File: config.mk
export PLATFORM = sky130hd
export DESIGN_NAME = fan_speed_cont
export DESIGN_NICKNAME = d
export VERILOG_FILES = /design/src/rtl/fan_speed_pkg.sv /design/src/rtl/fan_level_target.sv /design/src/rtl/fan_speed_cont.sv
export SDC_FILE = /design/constraint.sdc
export NUM_CORES = 1
export LEC_CHECK = 0
export BUFFER_PORTS_ARGS = -buffer_cell sky130_fd_sc_hd__clkbuf_2
export CORE_MARGIN = 1.5
export CORE_UTILIZATION = 51
export DETAILED_ROUTE_END_ITERATION = 8
export HOLD_SLACK_MARGIN = 0.1
export PLACE_DENSITY = 0.71
export SETUP_SLACK_MARGIN = 0.15
export SKIP_LAST_GASP = 1
export SLEW_MARGIN = 20
export SYNTH_ARGS = -nofsm -noshare
export SYNTH_HDL_FRONTEND = slang
export SYNTH_SLANG_ARGS = --single-unit
File: constraint.sdc
create_clock -name clk -period 4 [get_ports clk]
set_input_delay 0.8 -clock clk [delete_from_list [all_inputs] [get_ports clk]]
set_output_delay 0.8 -clock clk [all_outputs]
set_load 0.02 [all_outputs]
File: src/rtl/fan_speed_pkg.sv
`default_nettype none
// ============================================================================
// Module   : fan_speed_pkg
// Purpose  : Shared types, default thresholds and the level-to-thermometer
//            decode used by the fan speed controller.
// Contents : fan_level_t (3-bit level 0..4), DEF_* default constants,
//            level_to_therm() function.
// Revision : 1.0 - initial release
// ============================================================================
package fan_speed_pkg;

   typedef logic [2:0] fan_level_t;

   localparam fan_level_t  LEVEL_MAX    = 3'd4;

   localparam int unsigned DEF_TH1      = 8;
   localparam int unsigned DEF_TH2      = 10;
   localparam int unsigned DEF_TH3      = 12;
   localparam int unsigned DEF_TH4      = 13;
   localparam int unsigned DEF_HYST     = 1;
   localparam int unsigned DEF_RAMP_DIV = 4;
   localparam int unsigned DEF_OVT      = 15;

   // One drive stage per level; codes above 4 cannot occur but decode to
   // full drive so a corrupted level fails safe (fan on).
   function automatic logic [3:0] level_to_therm(input fan_level_t lvl);
      logic [3:0] therm;
      case (lvl)
         3'd0:    therm = 4'b0000;
         3'd1:    therm = 4'b0001;
         3'd2:    therm = 4'b0011;
         3'd3:    therm = 4'b0111;
         default: therm = 4'b1111;
      endcase
      return therm;
   endfunction

endpackage
`default_nettype wire

File: src/rtl/fan_level_target.sv
`default_nettype none
// ============================================================================
// Module   : fan_level_target
// Purpose  : Combinational target-level computation with step-down
//            hysteresis. Stepping up uses the raw thresholds; holding or
//            stepping down compares temp + HYST so a level is only left
//            once temp drops below THk - HYST.
// Ports    : temp   [3:0] in  - temperature code
//            level  [2:0] in  - current fan level
//            target [2:0] out - level the ramp should move toward
// Revision : 1.0 - initial release
// ============================================================================
module fan_level_target
   import fan_speed_pkg::*;
#(
   parameter int unsigned TH1  = DEF_TH1,
   parameter int unsigned TH2  = DEF_TH2,
   parameter int unsigned TH3  = DEF_TH3,
   parameter int unsigned TH4  = DEF_TH4,
   parameter int unsigned HYST = DEF_HYST
) (
   input  logic [3:0] temp,
   input  fan_level_t level,
   output fan_level_t target
);

   // Index 0 is the implicit TH0 = 0, always satisfied.
   localparam logic [4:0] c_th_tab [0:4] = '{5'd0, 5'(TH1), 5'(TH2), 5'(TH3), 5'(TH4)};

   // 5-bit sum: HYST < TH1 <= 15 keeps temp + HYST below 32, no wrap.
   logic [4:0] w_temp_ext;
   logic [4:0] w_temp_hyst;
   fan_level_t w_up;
   fan_level_t w_hold;

   assign w_temp_ext  = {1'b0, temp};
   assign w_temp_hyst = w_temp_ext + 5'(HYST);

   always_comb begin
      w_up   = '0;
      w_hold = '0;
      for (int k = 1; k < 5; k++) begin
         if (w_temp_ext >= c_th_tab[k]) begin
            w_up = fan_level_t'(k);
         end
         if ((fan_level_t'(k) <= level) && (w_temp_hyst >= c_th_tab[k])) begin
            w_hold = fan_level_t'(k);
         end
      end
   end

   assign target = (w_up > level) ? w_up : w_hold;

endmodule
`default_nettype wire

File: src/rtl/fan_speed_cont.sv
`default_nettype none
// ============================================================================
// Module   : fan_speed_cont
// Purpose  : Maps a 4-bit temperature code to a five-level thermometer fan
//            drive with step-down hysteresis and a rate-limited ramp (one
//            level per RAMP_DIV clocks).
// Ports    : clk          in  - system clock, rising edge
//            rst_n        in  - asynchronous active-low reset
//            temp   [3:0] in  - temperature code, sampled every edge
//            fan_out[3:0] out - thermometer drive decoded from level
//            overtemp     out - (optional) registered temp >= OVT flag
// Options  : FAN_SPEED_CONT_OVERTEMP_EN - adds OVT parameter and overtemp
//            output; temp >= OVT forces level 4 immediately.
// Revision : 1.0 - initial release
// ============================================================================
module fan_speed_cont
   import fan_speed_pkg::*;
#(
   parameter int unsigned TH1      = DEF_TH1,
   parameter int unsigned TH2      = DEF_TH2,
   parameter int unsigned TH3      = DEF_TH3,
   parameter int unsigned TH4      = DEF_TH4,
   parameter int unsigned HYST     = DEF_HYST,
   parameter int unsigned RAMP_DIV = DEF_RAMP_DIV
`ifdef FAN_SPEED_CONT_OVERTEMP_EN
   ,
   parameter int unsigned OVT      = DEF_OVT
`endif
) (
   input  logic       clk,
   input  logic       rst_n,
   input  logic [3:0] temp,
   output logic [3:0] fan_out
`ifdef FAN_SPEED_CONT_OVERTEMP_EN
   ,
   output logic       overtemp
`endif
);

   // Parameter legality is checked while elaborating.
   if (!((TH1 < TH2) && (TH2 < TH3) && (TH3 < TH4) && (TH4 <= 15) && (HYST < TH1)))
   begin : g_bad_thresholds
      $error("fan_speed_cont: thresholds must satisfy TH1<TH2<TH3<TH4<=15 and HYST<TH1");
   end
   if ((RAMP_DIV < 1) || (RAMP_DIV > 255)) begin : g_bad_ramp_div
      $error("fan_speed_cont: RAMP_DIV must be in 1..255");
   end

   localparam logic [7:0] c_ramp_last = 8'(RAMP_DIV - 1);

   fan_level_t level_q,    level_d;
   logic [7:0] ramp_cnt_q, ramp_cnt_d;
   fan_level_t w_target;

   fan_level_target #(
      .TH1  (TH1),
      .TH2  (TH2),
      .TH3  (TH3),
      .TH4  (TH4),
      .HYST (HYST)
   ) u_target (
      .temp   (temp),
      .level  (level_q),
      .target (w_target)
   );

`ifdef FAN_SPEED_CONT_OVERTEMP_EN
   logic overtemp_q, overtemp_d;
`endif

   always_comb begin
      level_d    = level_q;
      ramp_cnt_d = ramp_cnt_q;
      if (w_target == level_q) begin
         ramp_cnt_d = '0;
      end else if (ramp_cnt_q == c_ramp_last) begin
         // Counter is not cleared on a target reversal, so the step taken
         // here always heads toward whatever the target is right now.
         ramp_cnt_d = '0;
         level_d    = (w_target > level_q) ? (level_q + 3'd1) : (level_q - 3'd1);
      end else begin
         ramp_cnt_d = ramp_cnt_q + 8'd1;
      end
`ifdef FAN_SPEED_CONT_OVERTEMP_EN
      overtemp_d = ({1'b0, temp} >= 5'(OVT));
      if (overtemp_d) begin
         level_d    = LEVEL_MAX;
         ramp_cnt_d = '0;
      end
`endif
   end

   always_ff @(posedge clk or negedge rst_n) begin
      if (!rst_n) begin
         level_q    <= '0;
         ramp_cnt_q <= '0;
`ifdef FAN_SPEED_CONT_OVERTEMP_EN
         overtemp_q <= 1'b0;
`endif
      end else begin
         level_q    <= level_d;
         ramp_cnt_q <= ramp_cnt_d;
`ifdef FAN_SPEED_CONT_OVERTEMP_EN
         overtemp_q <= overtemp_d;
`endif
      end
   end

   // Pure decode of the register: changes only on a clock edge or reset.
   assign fan_out = level_to_therm(level_q);

`ifdef FAN_SPEED_CONT_OVERTEMP_EN
   assign overtemp = overtemp_q;
`endif

`ifndef SYNTHESIS
   a_temp_known : assert property (@(posedge clk) disable iff (!rst_n) !$isunknown(temp))
      else $error("fan_speed_cont: temp is unknown");
`endif

endmodule
`default_nettype wire

## After elaboration in Yosys (flattened, before gate mapping)

Index checks and enable logic that the tools add are counted.

- Register bits: 11
- Output and inout bits: 4
- Logic and storage cells: 45

- Add/sub/neg operators: 4
- $lt $le $gt $ge: 14
- Eq/ne operators: 5
- Muxes and demuxes: 13
- Bitwise logic cells: 1
- Reduce and logical (&&, ||, !) cells: 6

Operators with widths:

| operator | count |
|---|---|
| $ge A5 B4 Y1 const B | 4 |
| $ge A4 B4 Y1 const B | 4 |
| $mux W8 | 2 |
| $pmux W4 S4 | 1 |
| $mux W3 | 4 |
| $add A8 B1 Y8 const B | 1 |
| $eq A8 B2 Y1 const B | 1 |
| $mux W2 | 4 |
| $eq A3 B2 Y1 const B | 2 |
| $gt A3 B3 Y1 | 2 |
| $le A2 B3 Y1 const A | 2 |
| $add A4 B1 Y5 const B | 1 |
| $logic_and A1 B1 Y1 | 4 |
| $add A3 B1 Y3 const B | 1 |
| $eq A3 B1 Y1 const B | 1 |
| $eq A3 B3 Y1 | 1 |
| $le A1 B3 Y1 const A | 1 |
| $le A3 B3 Y1 const A | 1 |
| $logic_not A3 Y1 | 1 |
| $sub A3 B1 Y3 const B | 1 |
| $mux W1 | 2 |
| $reduce_and A2 Y1 | 1 |
| $not A1 Y1 | 1 |

## Depth between registers and ports, before layout

Gate-level depths: netlist (run 1).

- Depth in word-level cells: 11
- Depth in mapped cells: 17
- Depth with buffers taken out: 17

## By module

A second synthesis (run 1) with hierarchy kept.

- Cell total of the unflattened synthesis: 127
- Area, all modules: 1,132.3 um^2

Modules (own cells, without submodules):

| module | instances | cells each | area an instance (um^2) | seq. area each (um^2) |
|---|---|---|---|---|
| fan_speed_cont | 1 | 71 | 689.4 | 275.3 |
| fan_level_target | 1 | 56 | 442.9 | 0.0 |

## Worst setup path before layout (run 1)

Ideal clock, no wire load.

- Path type: input port to flip-flop
- Start point: in temp[1]
- End point: reg level_q[2]
- Setup time: 0.080 ns
- Arrival: 3.589 ns
- Setup slack: 0.331 ns
- Cell stages on the path: 17
- Buffers on the path: 0
- Cells stage by stage: inv_1 ha_1 inv_1 a21o_1 o211a_1 ha_1 nor2b_1 o21ai_0 a32oi_1 a21oi_1 a32o_1 ha_1 nor2b_1 o21a_1 or3b_1 a21oi_1 xnor2_1

- Word-level cells in the longest chain between the ends: 11
- Elaborated cells on any way between the ends: 28

Ends and longest elaborated chain:

| element | line | text |
|---|---|---|
| start: declaration | fan_speed_cont.sv:32 | `input logic [3:0] temp,` |
| $add A4 B1 Y5 | fan_level_target.sv:37 | `assign w_temp_hyst = w_temp_ext + 5'(HYST);` |
| $ge A5 B4 Y1 | fan_level_target.sv:46 | `if ((fan_level_t'(k) <= level) && (w_temp_hyst >= c_th_tab[k])) begin` |
| $logic_and A1 B1 Y1 | fan_level_target.sv:46 |  |
| $mux W1 | fan_level_target.sv:46 |  |
| $mux W2 (2 in series) | fan_level_target.sv:46 |  |
| $mux W3 | fan_level_target.sv:46 |  |
| $mux W3 (*) | fan_level_target.sv:52 | `assign target = (w_up > level) ? w_up : w_hold;` |
| branches (longest 3 deep; another with $gt A3 B3 Y1) | - |  |
| end signal: assignment | fan_speed_cont.sv:101 | `level_q <= level_d;` |
| end: declaration | fan_speed_cont.sv:51 | `fan_level_t level_q, level_d;` |

Every way passes the cells marked *.
A chain may end at the register's enable or synchronous reset.

## Worst setup path after layout (run 1)

- Start point: in temp[0]
- End point: reg level_q[2]

The elaborated chain is that of the path after synthesis.

==> summary.md, run 1 <==
| Metric | Value |
|---|---|
| CP Launch Type | `input port` |
| Nets | `152` |
| Req. time, crit path | `4.19 ns` |
| Die ar. | `2190 um2` |
| Commonest register cell after synthesis | `dfrtp_1` |
| Peak Freq | `between 200 and 300 MHz` |
| CTS tree | `done` |
| R2R depth | `13` |
| First-pass GRT wire length | `2920 um` |
| CTS Sinks | `11` |
| Number of global-route vias before repair | `762` |
| Worst-margin pin slew | `0.350 ns` |
| DR pass1 iterations | `4` |
| R2R setup slack | `0.88 ns` |
| Core Util, Final | `63.3%` |
| Syn. warnings | `0` |
| Die height | `about 47 um` |
| Area Growth Syn to Fin | `14.0%` |
| Overall Global Routing Usage | `roughly 18%` |
| I/O Pins | `10` |
| Remaining DRCs | `0` |
| H-tree depth | `1` |
| Mapped cell area | `980 um2` |
| Clock transition at the registers of the reported paths | `0.06 ns` |
| RSZ-0062 raised after global routing | `no` |
| Die Width | `46.8 um` |
| I/O Buffers | `9` |
| Core area | `1760 um2` |
| Grt ovf | `0` |
| Post-synth EDFFs | `0` |
| Num rows | `15` |
| DR WL/cell | `12.3 um` |
| Min cycle time layout | `3.70 ns` |
| Root buffer cell | `clkbuf_4` |
| Post-route ant nets | `0` |
| Max-cap violations | `0` |
| CP Max Fanout | `7` |
| Yosys reg bits | `11` |
| Filler cell count | `171` |
| Cell variety after synth | `31` |
| Clock buffer depth | `2` |
| Diodes inserted | `0` |
| Pwr per Cell Area | `between 700 and 800 nW/um2` |
| Fraction of registers with async set/reset | `100%` |
| Worst skew pair latency | `about 0.27 ns` |
| Worst hold path type | `in2async` |
| Starting DRT DRC Count | `20` |
| Slew Limit Fails | `0` |
| Initial Util | `55.5%` |
| CP Capture Type | `flop` |
| Peak VDD IR | `0.000399 V` |
| Sequential area share after synthesis | `between 20% and 30%` |
| Static Leakage | `0.541 nW` |
| Kind of critical path | `in2reg` |
| Final Hold Viols | `0` |
| Worst-case clock skew | `0.000356 ns` |
| Syn nets | `137` |
| Final worst path period share | `just over 90%` |
| Mapped Cells | `around 120` |
| Worst Setup EP | `level_q[2]$_DFFE_PN0P_` |
| Worst slew margin | `76.7%` |
| Layout cells sized above 1 | `14.7%` |
| DR vias/cell | `5.48` |
| TritonCTS Buffers | `3` |
| R2R Path Start | `level_q[1]$_DFFE_PN0P_` |
| Final WS setup | `slightly above 0.3 ns` |
| Maximum number of pins on one net before global-route repair | `12` |
| Avg Inst Size Synth | `8.52 um2` |
| Initial antenna violation count | `0` |
| Critical path origin | `temp[0]` |
| Outcome | `finished clean` |
| GP Congestion | `0.857` |
| Setup violators final | `0` |
| Total Wirelength | `1890 um` |
| Arr. time, crit path | `3.88 ns` |
| Pre-CTS WS | `-0.00875 ns` |
| Vias | `844` |
| DP HPWL | `1470 um` |
| RR Endpoint | `level_q[2]$_DFFE_PN0P_` |
==> flip-flops by register name, summed over array words and instances, names as in the netlist <==
| signal | flops |
|---|---|
| level_q | 3 |
| ramp_cnt_q | 8 |
==> worst min path at each step <==
| stage | startpoint | to | cells after the start |
|---|---|---|---|
| 6_report | rst_n | ramp_cnt_q[7]$_DFF_PN0_ | 1 |
| 5_1_grt | rst_n | ramp_cnt_q[6]$_DFF_PN0_ | 1 |
| 4_1_cts | rst_n | ramp_cnt_q[6]$_DFF_PN0_ | 1 |
| 3_5_place_dp | ramp_cnt_q[0]$_DFF_PN0_ | ramp_cnt_q[0]$_DFF_PN0_ | 1 |
| 3_3_place_gp | ramp_cnt_q[0]$_DFF_PN0_ | ramp_cnt_q[0]$_DFF_PN0_ | 1 |
| 2_1_floorplan | ramp_cnt_q[0]$_DFF_PN0_ | ramp_cnt_q[0]$_DFF_PN0_ | 1 |
==> layout make-up <==
cell class	count	area [um2]	area share [%]
clock buffers	4	26.3	2.35
inverters	9	33.8	3.02
multi-input cells	93	681	60.9
flip-flops and latches	11	275	24.6
well taps	25	31.3	2.80
repair buffers	12	70.1	6.27
==> where the power goes <==
part | switching (W) | total [W] | leakage [nW] | internal [W]
sequential | 0.0000492 | 0.000198 | 0.142 | 0.000148
combinational | 0.000291 | 0.000511 | 0.384 | 0.000220
clock | 0.0000352 | 0.0000738 | 0.0150 | 0.0000386
==> cell usage after synthesis, types with 3 or more instances <==
cell,number,area [um2]
dfrtp_1,11,275
inv_1,9,33.8
and3_1,3,18.8
nor2_1,14,52.6
nor2b_1,3,18.8
nor3_1,4,20.0
nand3_1,6,30.0
a21oi_1,5,25.0
o21ai_0,6,30.0
nand2_1,7,26.3
xnor2_1,7,61.3
ha_1,16,200
==> cell families after synthesis <==
logic type	share of synthesized area, %
AND/OR/NAND/NOR	23.2
AO/OA/AOI/OAI	15.7
adder cells (fa/ha/maj)	20.4
buffers and inverters	4.47
flip-flops	28.1
XOR/XNOR	8.05
==> critical path, stage by stage <==
cell      delay [ns]
clkbuf_4        0.15
inv_1           0.06
ha_1            0.19
a21o_1          0.21
o211a_1         0.16
ha_1            0.31
nor2b_1         0.13
o21ai_0         0.08
a32oi_1         0.24
a21oi_2         0.08
a32o_1          0.26
ha_4            0.22
nor2b_1         0.12
o21a_1          0.20
or3b_1          0.38
a21oi_2         0.16
xnor2_1         0.13
==> per-layer routing <==
metal	track usage [%]	up-vias	part of all wire (%)
li1	-	435	-
met1	21.7	397	46
met2	33.7	10	51
met3	1.15	2	1.5
met4	8.33	0	1.1
met5	0	-	0
==> placed cells by master, fill, tap and decap left out, drive strengths merged <==
cell	netlist	final
o211a	1	1
xor2	2	2
a32oi	1	1
nand2b	2	2
nand3	6	6
nor4bb	1	1
o21a	1	1
nor4	1	1
a31o	1	1
nor3	4	4
buf	2	3
and2	1	1
inv	9	9
xnor2	7	7
a21oi	5	5
o221ai	1	1
clkbuf	0	13
o21ai	6	6
or3b	1	1
and3	3	3
a311oi	1	1
nand2	7	7
nor2b	3	3
a21o	2	2
dfrtp	11	11
ha	16	16
nor2	14	14
and4	1	1
a31oi	2	2
nand4b	1	1
o41ai	1	1
a32o	1	1
==> per-stage QoR <==
stage	cells	TNS, ns	cell area [um2]	total power (W)	hold slack (ns)
after global routing	154	0	1120	0.000868	0.409
after CTS	153	0	1090	0.000763	0.392
after detailed placement	149	-0.00875	1060	0.000685	0.453
after floorplan	115	0	980	0.000559	0.433
after global placement	149	0	1060	0.000661	0.446
final	154	0	1120	0.000783	0.393
==> repair_timing <==
action                                  in CTS  in global routing
setup buffers                                0                  1
gates resized for setup                      0                  5
endpoints found under the setup margin       0                  1
hold endpoints to repair                     0                  0
hold buffers                                 0                  0
No activity file was read; power rests on OpenSTA's default activity.
==> inputs of run 2 (changes only) <==
--- a/config.mk
+++ b/config.mk
@@ -10,10 +10,11 @@
 export CORE_UTILIZATION = 51
 export DETAILED_ROUTE_END_ITERATION = 8
 export HOLD_SLACK_MARGIN = 0.1
-export PLACE_DENSITY = 0.71
+export PLACE_DENSITY = 0.7
 export SETUP_SLACK_MARGIN = 0.15
 export SKIP_LAST_GASP = 1
 export SLEW_MARGIN = 20
 export SYNTH_ARGS = -nofsm -noshare
 export SYNTH_HDL_FRONTEND = slang
+export SYNTH_HIERARCHICAL = 1
 export SYNTH_SLANG_ARGS = --single-unit
==> run 2 against run 1 <==
Net effect: final cell count rose by 9.1%; fmax rose by 3.4%; combinational power rose by 9.2%; final area rose by 11%; sequential share of layout area fell by 2.4 points; total power rose by 8.2%; first-iteration DRC count fell by 70%; worst hold slack improved by 0.0022 ns; flip-flop and latch count did not move; clock power barely moved; core utilization fell by 2.1 points.
==> summary.md, run 2 <==
| Metric | Value |
|---|---|
| DR WL/cell | `12.4 um (+0.75%)` |
| Register area | `275 um2 (unchanged)` |
| Post-CTS setup buffers | `0 (unchanged)` |
| Setup TNS | `0 ns (unchanged)` |
| Worst hold path type | `in2async` |
| DR vias/cell | `5.47 (-0.19%)` |
| Final Hold Viols | `0 (unchanged)` |
| Placed cell area | `1210 um2 (+14%)` |
| Initial Util | `56.0% (+0.47 points)` |
| Core area | `2020 um2 (+15%)` |
| Synth cell count leaders | `ha_1 (17), nor2_1 (14), dfrtp_1 (11)` |
| GP Congestion | `0.820 (-4.3%)` |
| CTS Sinks | `11 (unchanged)` |
| CP Max Fanout | `8 (+1)` |
| Peak VDD IR | `0.000573 V (+43%)` |
| Commonest register cell after synthesis | `dfrtp_1` |
| Cell variety after synth | `44 (+42%)` |
| Worst slew margin | `63.4% (-13 points)` |
| Initial antenna violation count | `0 (unchanged)` |
| Layout cells sized above 1 | `18.4% (+3.7 points)` |
| Most flop-heavy register | `ramp_cnt_q` |
| Clock transition at the registers of the reported paths | `0.07 ns (about the same)` |
| RSZ-0062 raised after global routing | `no` |
| Static Leakage | `0.638 nW (+18%)` |
| Yosys reg bits | `11 (unchanged)` |
| Die Width | `50.1 um (+7.0%)` |
| Setup violators final | `0 (unchanged)` |
| Area share of the largest cell type after synthesis | `24.3% (-3.8 points)` |
| Num rows | `16 (+1)` |
| Commonest non-fill, non-tap cells in the layout | `ha_1 (17), nor2_1 (14), dfrtp_1 (11)` |
| Pre-CTS WS | `0.163 ns (+0.172 ns)` |
| Starting DRT DRC Count | `6 (-70%)` |
| Slew Limit Fails | `0 (unchanged)` |
| Largest registers | `ramp_cnt_q: 8 flops, level_q: 3 flops` |
| Remaining DRCs | `0 (unchanged)` |
| Pwr per Cell Area | `684 nW/um2 (-2.3%)` |
| CP Launch Type | `input port` |
| I/O Pins | `10 (unchanged)` |
| Area Growth Syn to Fin | `9.28%` |
| Top cells by area, synth | `dfrtp_1 (24%), ha_1 (19%), nor2_1 (4.6%), xor2_1 (4.6%), nand3_1 (4.0%)` |
| Synth area leader | `dfrtp_1` |
| Max reg flops | `8 (unchanged)` |
| Avg Inst Size Synth | `8.92 um2 (+4.7%)` |
| Fin area | `1240 um2 (+11%)` |
| Max-cap violations | `0 (unchanged)` |
| Overall Global Routing Usage | `18.9% (+0.60 points)` |
| DP HPWL | `1620 um (+11%)` |
| Kind of critical path | `in2reg` |
| Worst-margin pin slew | `0.546 ns (+0.196 ns)` |
| Mapped Cells | `127 (+10%)` |
| Final worst path period share | `89.4% (-3.0 points)` |
| Vias | `919 (+8.9%)` |
| Worst-case clock skew | `0.00160 ns (+0.00125 ns)` |
| Diodes inserted | `0 (unchanged)` |
| Grt ovf | `0 (unchanged)` |
| Mapped cell area | `1130 um2 (+16%)` |
| Fraction of registers with async set/reset | `100% (unchanged)` |
| Post-synth EDFFs | `0 (unchanged)` |
| Die ar. | `2510 um2 (+15%)` |
| Peak Freq | `280 MHz (+3.4%)` |
| Worst skew pair latency | `0.26 ns (about the same)` |
| Syn. warnings | `6 (+6)` |
| DR pass1 iterations | `4 (unchanged)` |
| Arr. time, crit path | `3.76 ns (-0.12 ns)` |
| # resized after CTS | `0 (unchanged)` |
| Sequential area share after synthesis | `24.3% (-3.8 points)` |
| Maximum number of pins on one net before global-route repair | `14 (+2)` |
| Most common cell in the netlist | `ha_1` |
| Post-route ant nets | `0 (unchanged)` |
| Req. time, crit path | `4.18 ns (about the same)` |
| Nets | `165 (+8.6%)` |
| Min cycle time layout | `3.58 ns (-0.121 ns)` |
| CTS tree | `done` |
| Die height | `50.1 um (+7.0%)` |
| First-pass GRT wire length | `3780 um (+30%)` |
| TritonCTS Buffers | `3 (unchanged)` |
| Root buffer cell | `clkbuf_4` |
| I/O Buffers | `9 (unchanged)` |
| Multi-input gate area | `797 um2 (+17%)` |
| Most common cell after layout, fill and taps aside | `ha_1` |
| Outcome | `finished clean` |
| CP Capture Type | `flop` |
| Cts hold-fix bufs | `0 (unchanged)` |
| Number of global-route vias before repair | `931 (+22%)` |
| Clock buffer depth | `2 (unchanged)` |
| H-tree depth | `1 (unchanged)` |
| Total Wirelength | `2080 um (+9.9%)` |
| Syn nets | `150 (+9.5%)` |
| Filler cell count | `190 (+11%)` |
| Final WS setup | `0.425 ns (+0.121 ns)` |
-- run 2: layer usage --
metal  wire length [um]  vias up  global-route usage (%)  part of all wire, %
met2               1050       10                    32.9                   51
met4                 17        0                    7.87                 0.82
met3                 36        2                   0.909                  1.7
met5                  0        -                       0                    0
li1                   -      477                       -                    -
met1                972      430                    24.2                   47
-- run 2: area by class of cell --
cell class | instances | area share, %
Multi-Input combinational cell | 104 | 64.4
Sequential cell | 11 | 22.2
Timing Repair Buffer | 12 | 5.46
Inverter | 10 | 3.03
Tap cell | 27 | 2.73
Clock buffer | 4 | 2.12
-- run 2: worst paths after layout --
check	start	end	slack, ns	cells past startpoint
max	temp[0]	level_q[2]$_DFFE_PN0P_	0.42	17
min	rst_n	ramp_cnt_q[0]$_DFF_PN0_	0.40	1
max reg2reg	level_q[1]$_DFFE_PN0P_	level_q[2]$_DFFE_PN0P_	1.00	13
min reg2reg	ramp_cnt_q[0]$_DFF_PN0_	ramp_cnt_q[0]$_DFF_PN0_	0.51	1
max in group asynchronous	rst_n	level_q[2]$_DFFE_PN0P_	3.39	1
min in group clk	ramp_cnt_q[0]$_DFF_PN0_	ramp_cnt_q[0]$_DFF_PN0_	0.51	1
-- run 2: logic make-up (layout without fill, tap and decap cells) --
logic type	Yosys count	count (layout)	synth area share [%]
simple gates	50	50	25.7
flops	11	11	24.3
xor+xnor	8	8	6.19
compound gates	25	25	15.5
buf+inv	12	26	5.30
mux	4	4	4.20
fa+ha+maj	17	17	18.8
-- run 2: through the flow --
step                      power, W  instances  hold slack (ns)  util, %
after floorplan           0.000630        127            0.469        -
after global placement    0.000748        164            0.495     59.9
after detailed placement  0.000773        164            0.507     59.9
after CTS                 0.000854        168            0.395     61.2
after global routing      0.000942        168            0.413     61.2
final                     0.000846        168            0.395     61.2
-- run 2: critical path: stages --
cell and delay [ns]:
clkbuf_2 0.16, inv_1 0.08, ha_1 0.21, a21oi_1 0.17
nor2_1 0.07, ha_1 0.29, nor2b_1 0.13, o21a_1 0.20
o21ai_4 0.20, o21ai_1 0.10, o211a_1 0.21, inv_1 0.05
ha_1 0.23, nand3_1 0.11, or3b_4 0.42, o21bai_1 0.16
a2bb2oi_1 0.16
-- run 2: power by group --
part           leakage, nW   total, W  internal (W)  switching, W
sequential           0.142   0.000214      0.000151     0.0000634
combinational        0.482   0.000558      0.000252      0.000306
clock               0.0150  0.0000740     0.0000386     0.0000355
total                0.638   0.000846      0.000441      0.000405
